`src/rtl/mem_pkg.sv`:
```
// Shared constants for the MIPS memory-access stage: bus widths, field positions and FSM states.
package mem_pkg;

   localparam int EXE_MEM_BUS_W = 154;
   localparam int MEM_WB_BUS_W  = 118;

   // lo_result down to pc occupy the same low bits on both buses
   localparam int PASS_W         = 86;
   localparam int EXE_RESULT_LSB = 86;
   localparam int STORE_DATA_LSB = 118;
   localparam int CTRL_LSB       = 150;

   localparam int RF_WDEST_LSB = 32;
   localparam int RF_WEN_BIT   = 37;
   localparam int MFC0_BIT     = 48;
   localparam int MFLO_BIT     = 50;
   localparam int MFHI_BIT     = 51;

   // mem_control = {inst_load, inst_store, ls_word, lb_sign}
   localparam int CTRL_LOAD  = 3;
   localparam int CTRL_STORE = 2;
   localparam int CTRL_WORD  = 1;
   localparam int CTRL_SIGN  = 0;

   typedef enum logic [1:0] {
      IDLE      = 2'd0,
      LOAD_WAIT = 2'd1,
      HOLD      = 2'd2
   } mem_state_e;

endpackage

```
`src/rtl/mem_load_align.sv`:
```
// Load formatter: passes whole words through, or selects one byte and sign/zero-extends it.
module mem_load_align
   import mem_pkg::*;
(
   input  logic [31:0] rdata,
   input  logic [1:0]  addr,
   input  logic        ls_word,
   input  logic        lb_sign,
   output logic [31:0] data
);

   logic signed [7:0]  byte_sel;
   logic signed [31:0] byte_sext;

   always_comb begin
      byte_sel = rdata[7:0];
      case (addr)
         2'd1:    byte_sel = rdata[15:8];
         2'd2:    byte_sel = rdata[23:16];
         2'd3:    byte_sel = rdata[31:24];
         default: byte_sel = rdata[7:0];
      endcase
   end

   assign byte_sext = 32'(byte_sel);

   assign data = ls_word ? rdata
               : (lb_sign ? byte_sext : {24'd0, byte_sel});

endmodule

```
`src/rtl/mem_stage.sv`:
```
// MIPS memory-access stage: issues stores once, waits one cycle for synchronous loads, drives MEM->WB.
// Optional forwarding path enabled by defining MEM_BYPASS_EN.
module mem_stage
   import mem_pkg::*;
(
   input  logic                     clk,
   input  logic                     resetn,
   input  logic                     MEM_valid,
   input  logic [EXE_MEM_BUS_W-1:0] EXE_MEM_bus_r,
   input  logic                     WB_allow_in,
   input  logic [31:0]              dm_rdata,
   output logic                     MEM_over,
   output logic [MEM_WB_BUS_W-1:0]  MEM_WB_bus,
   output logic [4:0]               MEM_wdest,
   output logic [31:0]              MEM_pc,
   output logic [31:0]              dm_addr,
   output logic [3:0]               dm_wen,
   output logic [31:0]              dm_wdata,
   output logic [31:0]              MEM_bypass_value,
   output logic                     MEM_bypass_valid
);

   logic [3:0]  mem_control;
   logic        inst_load, inst_store, ls_word, lb_sign;
   logic [31:0] store_data, exe_result, pc;
   logic [4:0]  rf_wdest;

   assign mem_control = EXE_MEM_bus_r[CTRL_LSB +: 4];
   assign inst_load   = mem_control[CTRL_LOAD];
   assign inst_store  = mem_control[CTRL_STORE];
   assign ls_word     = mem_control[CTRL_WORD];
   assign lb_sign     = mem_control[CTRL_SIGN];
   assign store_data  = EXE_MEM_bus_r[STORE_DATA_LSB +: 32];
   assign exe_result  = EXE_MEM_bus_r[EXE_RESULT_LSB +: 32];
   assign rf_wdest    = EXE_MEM_bus_r[RF_WDEST_LSB +: 5];
   assign pc          = EXE_MEM_bus_r[31:0];

   mem_state_e  state, state_nxt;
   logic [31:0] load_r;
   logic        store_fire, use_load_r;

   always_ff @(posedge clk or posedge resetn) begin
      if (resetn) begin
         state <= IDLE;
      end else begin
         state <= state_nxt;
      end
   end

   // The RAM word is only guaranteed on dm_rdata during LOAD_WAIT; keep a copy for stalls.
   always_ff @(posedge clk or posedge resetn) begin
      if (resetn) begin
         load_r <= '0;
      end else if (state == LOAD_WAIT) begin
         load_r <= dm_rdata;
      end
   end

   always_comb begin
      state_nxt = state;
      case (state)
         IDLE: begin
            if (MEM_valid && inst_load)
               state_nxt = LOAD_WAIT;
            else if (MEM_valid && inst_store && !WB_allow_in)
               state_nxt = HOLD;
            else
               state_nxt = IDLE;
         end
         LOAD_WAIT: state_nxt = WB_allow_in ? IDLE : HOLD;
         HOLD:      state_nxt = WB_allow_in ? IDLE : HOLD;
         default:   state_nxt = IDLE;
      endcase
      if (!MEM_valid)
         state_nxt = IDLE;
   end

   // Writes are confined to IDLE so a stalled store never rewrites the RAM.
   always_comb begin
      MEM_over   = 1'b0;
      store_fire = 1'b0;
      use_load_r = 1'b0;
      case (state)
         IDLE: begin
            MEM_over   = MEM_valid && !inst_load;
            store_fire = MEM_valid && inst_store;
         end
         LOAD_WAIT: MEM_over = MEM_valid;
         HOLD: begin
            MEM_over   = MEM_valid;
            use_load_r = 1'b1;
         end
         default: MEM_over = 1'b0;
      endcase
   end

   assign dm_addr  = exe_result;
   assign dm_wen   = store_fire ? (ls_word ? 4'hF : (4'b0001 << exe_result[1:0])) : 4'h0;
   assign dm_wdata = ls_word ? store_data : {4{store_data[7:0]}};

   logic [31:0] load_raw, load_fmt, mem_result;

   assign load_raw = use_load_r ? load_r : dm_rdata;

   mem_load_align u_align (
      .rdata   (load_raw),
      .addr    (exe_result[1:0]),
      .ls_word (ls_word),
      .lb_sign (lb_sign),
      .data    (load_fmt)
   );

   assign mem_result = inst_load ? load_fmt : exe_result;
   assign MEM_WB_bus = {mem_result, EXE_MEM_bus_r[PASS_W-1:0]};
   assign MEM_wdest  = rf_wdest & {5{MEM_valid}};
   assign MEM_pc     = pc;

`ifdef MEM_BYPASS_EN
   // mfhi/mflo/mfc0 results are produced in write-back, so they cannot be forwarded from here.
   assign MEM_bypass_valid = MEM_over && EXE_MEM_bus_r[RF_WEN_BIT]
                          && !EXE_MEM_bus_r[MFHI_BIT] && !EXE_MEM_bus_r[MFLO_BIT]
                          && !EXE_MEM_bus_r[MFC0_BIT];
   assign MEM_bypass_value = mem_result;
`else
   assign MEM_bypass_valid = 1'b0;
   assign MEM_bypass_value = 32'd0;
`endif

endmodule

```
`config.mk`:
```
export PLATFORM = sky130hd
export DESIGN_NAME = mem_stage
export DESIGN_NICKNAME = d
export VERILOG_FILES = /design/src/rtl/mem_pkg.sv /design/src/rtl/mem_load_align.sv /design/src/rtl/mem_stage.sv
export SDC_FILE = /design/constraint.sdc
export NUM_CORES = 1
export LEC_CHECK = 0
export ABC_AREA = 1
export CORE_AREA = 3 3 172 174
export CTS_CLUSTER_SIZE = 28
export DETAILED_ROUTE_END_ITERATION = 12
export DIE_AREA = 0 0 175 177
export GPL_ROUTABILITY_DRIVEN = 0
export SLEW_MARGIN = 0
export SYNTH_ARGS = -nofsm -noshare
export SYNTH_HDL_FRONTEND = slang
export SYNTH_HIERARCHICAL = 1
export SYNTH_SLANG_ARGS = --single-unit
```
`constraint.sdc`:
```
create_clock -name clk -period 6.2 [get_ports clk]
set_input_delay 1.86 -clock clk [delete_from_list [all_inputs] [get_ports clk]]
set_output_delay 1.86 -clock clk [all_outputs]
set_load 0.005 [all_outputs]
```
==> results of run 1 <==
per-layer routing:
metal  wire, um  GRT usage [%]  share of wire (%)  up-vias
met2       8310           17.7                 45      230
met3       2280           5.77                 12       55
met4        642           4.42                3.5        8
met1       7250           13.3                 39     1882
li1           -              -                  -     2090
met5         55              0               0.30        -
power by group:
part	leakage (nW)	internal (mW)	switching (mW)
registers	0.397	0.265	0.0168
clock network	0.0739	0.159	0.0945
logic	2.36	0.204	0.191
worst max-delay path by stage:
| stage | startpoint | end | slack (ns) | cells past startpoint |
|---|---|---|---|---|
| floorplan | EXE_MEM_bus_r[86] | MEM_WB_bus[100] | 1.64 | 8 |
| global placement | EXE_MEM_bus_r[87] | MEM_WB_bus[87] | 0.28 | 8 |
| CTS | EXE_MEM_bus_r[87] | MEM_WB_bus[87] | 0.28 | 8 |
| global route | EXE_MEM_bus_r[87] | MEM_WB_bus[87] | 0.11 | 10 |
| detailed placement | EXE_MEM_bus_r[87] | MEM_WB_bus[87] | 0.30 | 8 |
| finish | dm_rdata[25] | MEM_WB_bus[87] | 0.28 | 10 |
cell type report:
type,count,area share [%]
inverter,62,4.00
multi-input combinational,443,31.9
tap,378,8.03
timing repair buffer,233,38.9
antenna,3,0.128
sequential,34,14.5
clock buffer,7,2.42
clock inverter,1,0.0850
cell usage after synthesis (all sizes together):
master	instances	area [um2]
inv	62	235
nand3	6	35.0
ha	4	50.1
dfrtp	34	851
clkbuf	2	7.51
o21ai	36	206
buf	221	1720
nand2	265	995
conb	1	3.75
a21oi	50	273
nor2	48	185
o21bai	1	7.51
flip-flops by register name (all words and copies together) (netlist names):
signal,cells
state,2
load_r,32
cell families (layout without fill, tap and decap cells):
group / count (synthesis) / after routing
AND/OR/NAND/NOR: 319 / 319
buffers and inverters: 285 / 303
AO/OA/AOI/OAI: 87 / 87
flip-flops: 34 / 34
adder cells (fa/ha/maj): 4 / 4
other: 1 / 36
stage by stage:
stage                     area, um2  hold slack (ns)  instances
after floorplan                4690            0.469        762
after global placement         5730            0.482       1150
after detailed placement       5730            0.490       1150
after CTS                      5880            0.503       1158
after global routing           5880            0.527       1160
final                          5890            0.498       1161
critical path, stage by stage:
cell and delay, ns:
clkdlybuf4s50_1 0.46, inv_1 0.06, o21ai_0 0.44, inv_1 0.08, nor2_1 0.12, nor2_1 0.06
a21oi_1 0.18, nand2_1 0.14, o21ai_0 0.11, clkdlybuf4s50_1 0.54
==> impl_metrics.toml, run 1 <==
[timing]
fin_crit_ns = 5.92
fin_worst_skew_ns = 0.00703
max_slew_margin_pct = 55.5
worst_pin_slew_ns = 0.667
slew_viol_final = 0
layout_setup_ws_ns = 0.278
layout_worst_path_cycle_share_pct = 95.5
tns_ns = 0
hold_violations = 0
finalSetupViolCount = 0
rsz0062_at_grt = "false"
fmax_mhz = 169

[clock_network]
clk_pin_slew_ns = 0.06
clock-sinks = 34
postCtsSetupRepairBufs = 0
ctsHoldBuffers = 0
cts_htree_levels = 2
cts_tree = "yes"
cts_buffers = 5
clk_latency_ns = 0.28
clockBufferDepth = 2
cts-resized-gates = 0
cts-root-buf = "clkbuf_16"

[floorplanning]
rows = 61
io_pins = 447
initial_utilization_pct = 16.4
core_um2 = 27900
fp.dieW_um = 175
die_area_um2 = 31000
die_h_um = 177

[pwr]
power_density_nw_per_um2 = 158
fin_total_pwr_uw = 930
ir_drop_mv = 0.0782
leakage_nw = 2.83

[logic_synthesis]
yosys.area_share.adder_pct = 1.09
yosys.area_share.simple_pct = 26.6
synthCells = 730
yosys.area_share.xor_xnor_pct = 0
avgSynthCellArea_um2 = 6.26
synthMuxAreaShare_pct = 0
yosysSeqAreaShare_pct = 18.6
ys_warn_count = 6
synth_compound_area_share_pct = 10.6
synth_top_family_by_area = "buffers and inverters"
synth_area_um2 = 4570
yosysUniqueCellTypes = 23
synth_seq_cells = 34

[worst_setup_path]
critical_path_class = "input pin to output port"
reg2reg_depth = 4
critical_path_arrival_ns = 4.06
critPathLaunchType = "input pin"
worst_ep_required_time_ns = 4.34
rrSetupSlack_ns = 4.61
r2r_start = "state[1]"
cp_max_fo = 2
r2r_end = "load_r[11]"
end_kind = "output port"

[global_route]
grt_max_degree = 65
grt_pass1_wl_mm = 26.3
grtUsageTotal_pct = 11.4
gr-total-overflow = 0
grt_pass1_vias = 4198
grt_antenna_before_repair = 6

[run]
drv_cap = 0

[outcome]
status = "finished clean"

[detailed_routing]
vias = 4265
first_iter_violations = 281
avgRoutedWirePerCell_um = 16.0
ant_nets = 0
drcViolationCount = 0
firstDrtPassIters = 5
routed_wl_mm = 18.5
vias_per_cell = 3.67

[hold_path]
hold_end = "load_r[31]"
hp-start = "load_r[31]"
hold_path_depth = 2
hp-class = "flip-flop to flip-flop"

[finish]
final_common_cell = "nand2_1"
seqCellArea_um2 = 851
multi_input_area_um2 = 1880
drive_gt1_share_pct = 5.51
final_util_pct = 21.1
nets = 973
fill_cells = 3217
syn_to_final_growth_pct = 28.8
layout_common_cells = "nand2_1, clkdlybuf4s50_1, inv_1"

[placed_design]
dp_slack_ns = 0.300
dp_hpwl_mm = 15.9
io_buffers = 219
(Power assumes the default switching activity.)
==> run 2, diff against run 1 <==
==> constraint.sdc (replaced) <==
create_clock -name clk -period 6.2 [get_ports clk]
set_input_delay 1.24 -clock clk [delete_from_list [all_inputs] [get_ports clk]]
set_output_delay 1.24 -clock clk [all_outputs]
set_load 0.005 [all_outputs]
==> run 2 against run 1 <==
Net effect:
- combinational power decreased by 2%
- clock power about the same
- sequential cell count unchanged
- routed wire length increased by 0.37%
- cell area decreased by 1.3%
- register-to-register slack improved by 0.06 ns
==> impl_metrics.toml, run 2 (synthesis gave the netlist of run 1 again) <==
[outcome]
status = "finished clean"

[pwr]
ir_drop_mv = 0.0973
p_sw_share_pct = 32.2
leakage_nw = 2.79
power_density_nw_per_um2 = 158
internal_power_uw = 623
p_clk_share_pct = 27.4
p_sw_uw = 296
seq_power_share_pct = 30.5
combPwrFrac_pct = 42.1

[global_route]
gr-total-overflow = 0
grt_use_met1_pct = 13.3
grt_antenna_before_repair = 5
grt_pass1_vias = 4103
grt_use_met2_pct = 18.1
grtUsageTotal_pct = 11.5
busiest_layer = "met2"
grt_max_degree = 65
use_met3_pct = 6.44
grt_pass1_wl_mm = 26.6

[floorplanning]
fp.dieW_um = 175
rows = 61
die_h_um = 177
core_um2 = 27900
io_pins = 447
die_area_um2 = 31000
initial_utilization_pct = 16.4

[hold_path]
hp-class = "flip-flop to flip-flop"

[clock_network]
postCtsSetupRepairBufs = 0
ctsHoldBuffers = 0
cts_buffers = 5
cts_tree = "yes"
clk_pin_slew_ns = 0.06
clk_latency_ns = 0.28
cts_htree_levels = 2
cts-resized-gates = 0
cts-root-buf = "clkbuf_16"
clockBufferDepth = 2
clock-sinks = 34

[finish]
nets = 964
layout_common_cells = "nand2_1, clkdlybuf4s50_1, inv_1"
diodes = 0
final_common_cell = "nand2_1"
final_util_pct = 20.8
largest_reg_flops = 32
fill_cells = 3252
top_register = "load_r"
drive_gt1_share_pct = 4.41
layoutNonFillerInstCount = 1149
reg_top3 = "load_r x32, state x2"
syn_to_final_growth_pct = 27.1

[timing]
fin_worst_skew_ns = 0.00340
finalSetupViolCount = 0
slew_viol_final = 0
hold_violations = 0
layout_worst_path_cycle_share_pct = 78.7
fin_crit_ns = 4.88
fmax_mhz = 205
worst_pin_slew_ns = 0.726
max_slew_margin_pct = 51.6
tns_ns = 0
rsz0062_at_grt = "false"

[worst_setup_path]
cp_max_fo = 24
critical_path_arrival_ns = 3.64
path_common_cell = "nand2_1"
critical_path_class = "input pin to output port"
slowest_delay_ns = 0.86
path_cells = "clkdlybuf4s50_1, nor2_1, a21oi_2, nand3_2, nand2_1, nand2_1, nand2_1, clkdlybuf4s50_1"
worst_ep_required_time_ns = 4.96
slowest_stage = "clkdlybuf4s50_1"
critPathLaunchType = "input pin"
rrSetupSlack_ns = 4.67
end_kind = "output port"

[detailed_routing]
ant_nets = 0
vias_per_cell = 3.58
vias = 4113
firstDrtPassIters = 4
avgRoutedWirePerCell_um = 16.2
drcViolationCount = 0
routed_wl_mm = 18.6
first_iter_violations = 200

[placed_design]
dp_hpwl_mm = 15.9
dp_cells = 1141
io_buffers = 219

[run]
drv_cap = 0
==> run 2: power groups by stage <==
stage	Combinational, mW	Clock [mW]	Sequential, mW
2_1_floorplan	0.273	0	0.281
3_3_place_gp	0.389	0	0.283
3_5_place_dp	0.392	0	0.285
4_1_cts	0.395	0.260	0.281
5_1_grt	0.436	0.270	0.286
6_report	0.387	0.252	0.281
==> run 2: layout make-up <==
| class | count | area [um2] | area share [%] |
|---|---|---|---|
| repair buffers | 224 | 2220 | 38.3 |
| multi-input cells | 443 | 1880 | 32.4 |
| flip-flops and latches | 34 | 851 | 14.6 |
| well taps | 378 | 473 | 8.14 |
| inverters | 62 | 235 | 4.05 |
| clock buffers | 7 | 143 | 2.45 |
| clock inverters | 1 | 5.00 | 0.0861 |
==> run 2: worst paths after layout <==
kind / from / endpoint / cells after the start
max in group asynchronous: resetn / load_r[15] / 3
worst max register to register: state[1] / load_r[12] / 4
worst min-delay path: load_r[17] / load_r[17] / 2
min in group asynchronous: resetn / load_r[2] / 3
worst max-delay path: EXE_MEM_bus_r[87] / MEM_WB_bus[117] / 8
worst min register to register: load_r[17] / load_r[17] / 2
==> run 2: critical path: cells and delay by family <==
family                 cells  cell delay (ns)
AO/OA/AOI/OAI              1             0.18
buffers and inverters      2             1.36
AND/OR/NAND/NOR            5             0.85
==> run 2: stage by stage <==
stage               power [mW]  hold WS [ns]  instance area, um2  worst slack [ns]
floorplan                0.554         0.469                4690              2.88
global placement         0.672         0.481                5660              1.25
detailed placement       0.677         0.489                5660              1.26
CTS                      0.936         0.502                5810              1.25
global route             0.992         0.519                5810             0.997
finish                   0.920         0.494                5810              1.32
==> run 2: per-layer routing <==
metal | wire (um) | vias to the layer above
met2 | 8380 | 210
li1 | - | 2064
met5 | 92 | -
met4 | 544 | 10
met3 | 2460 | 52
met1 | 7140 | 1777
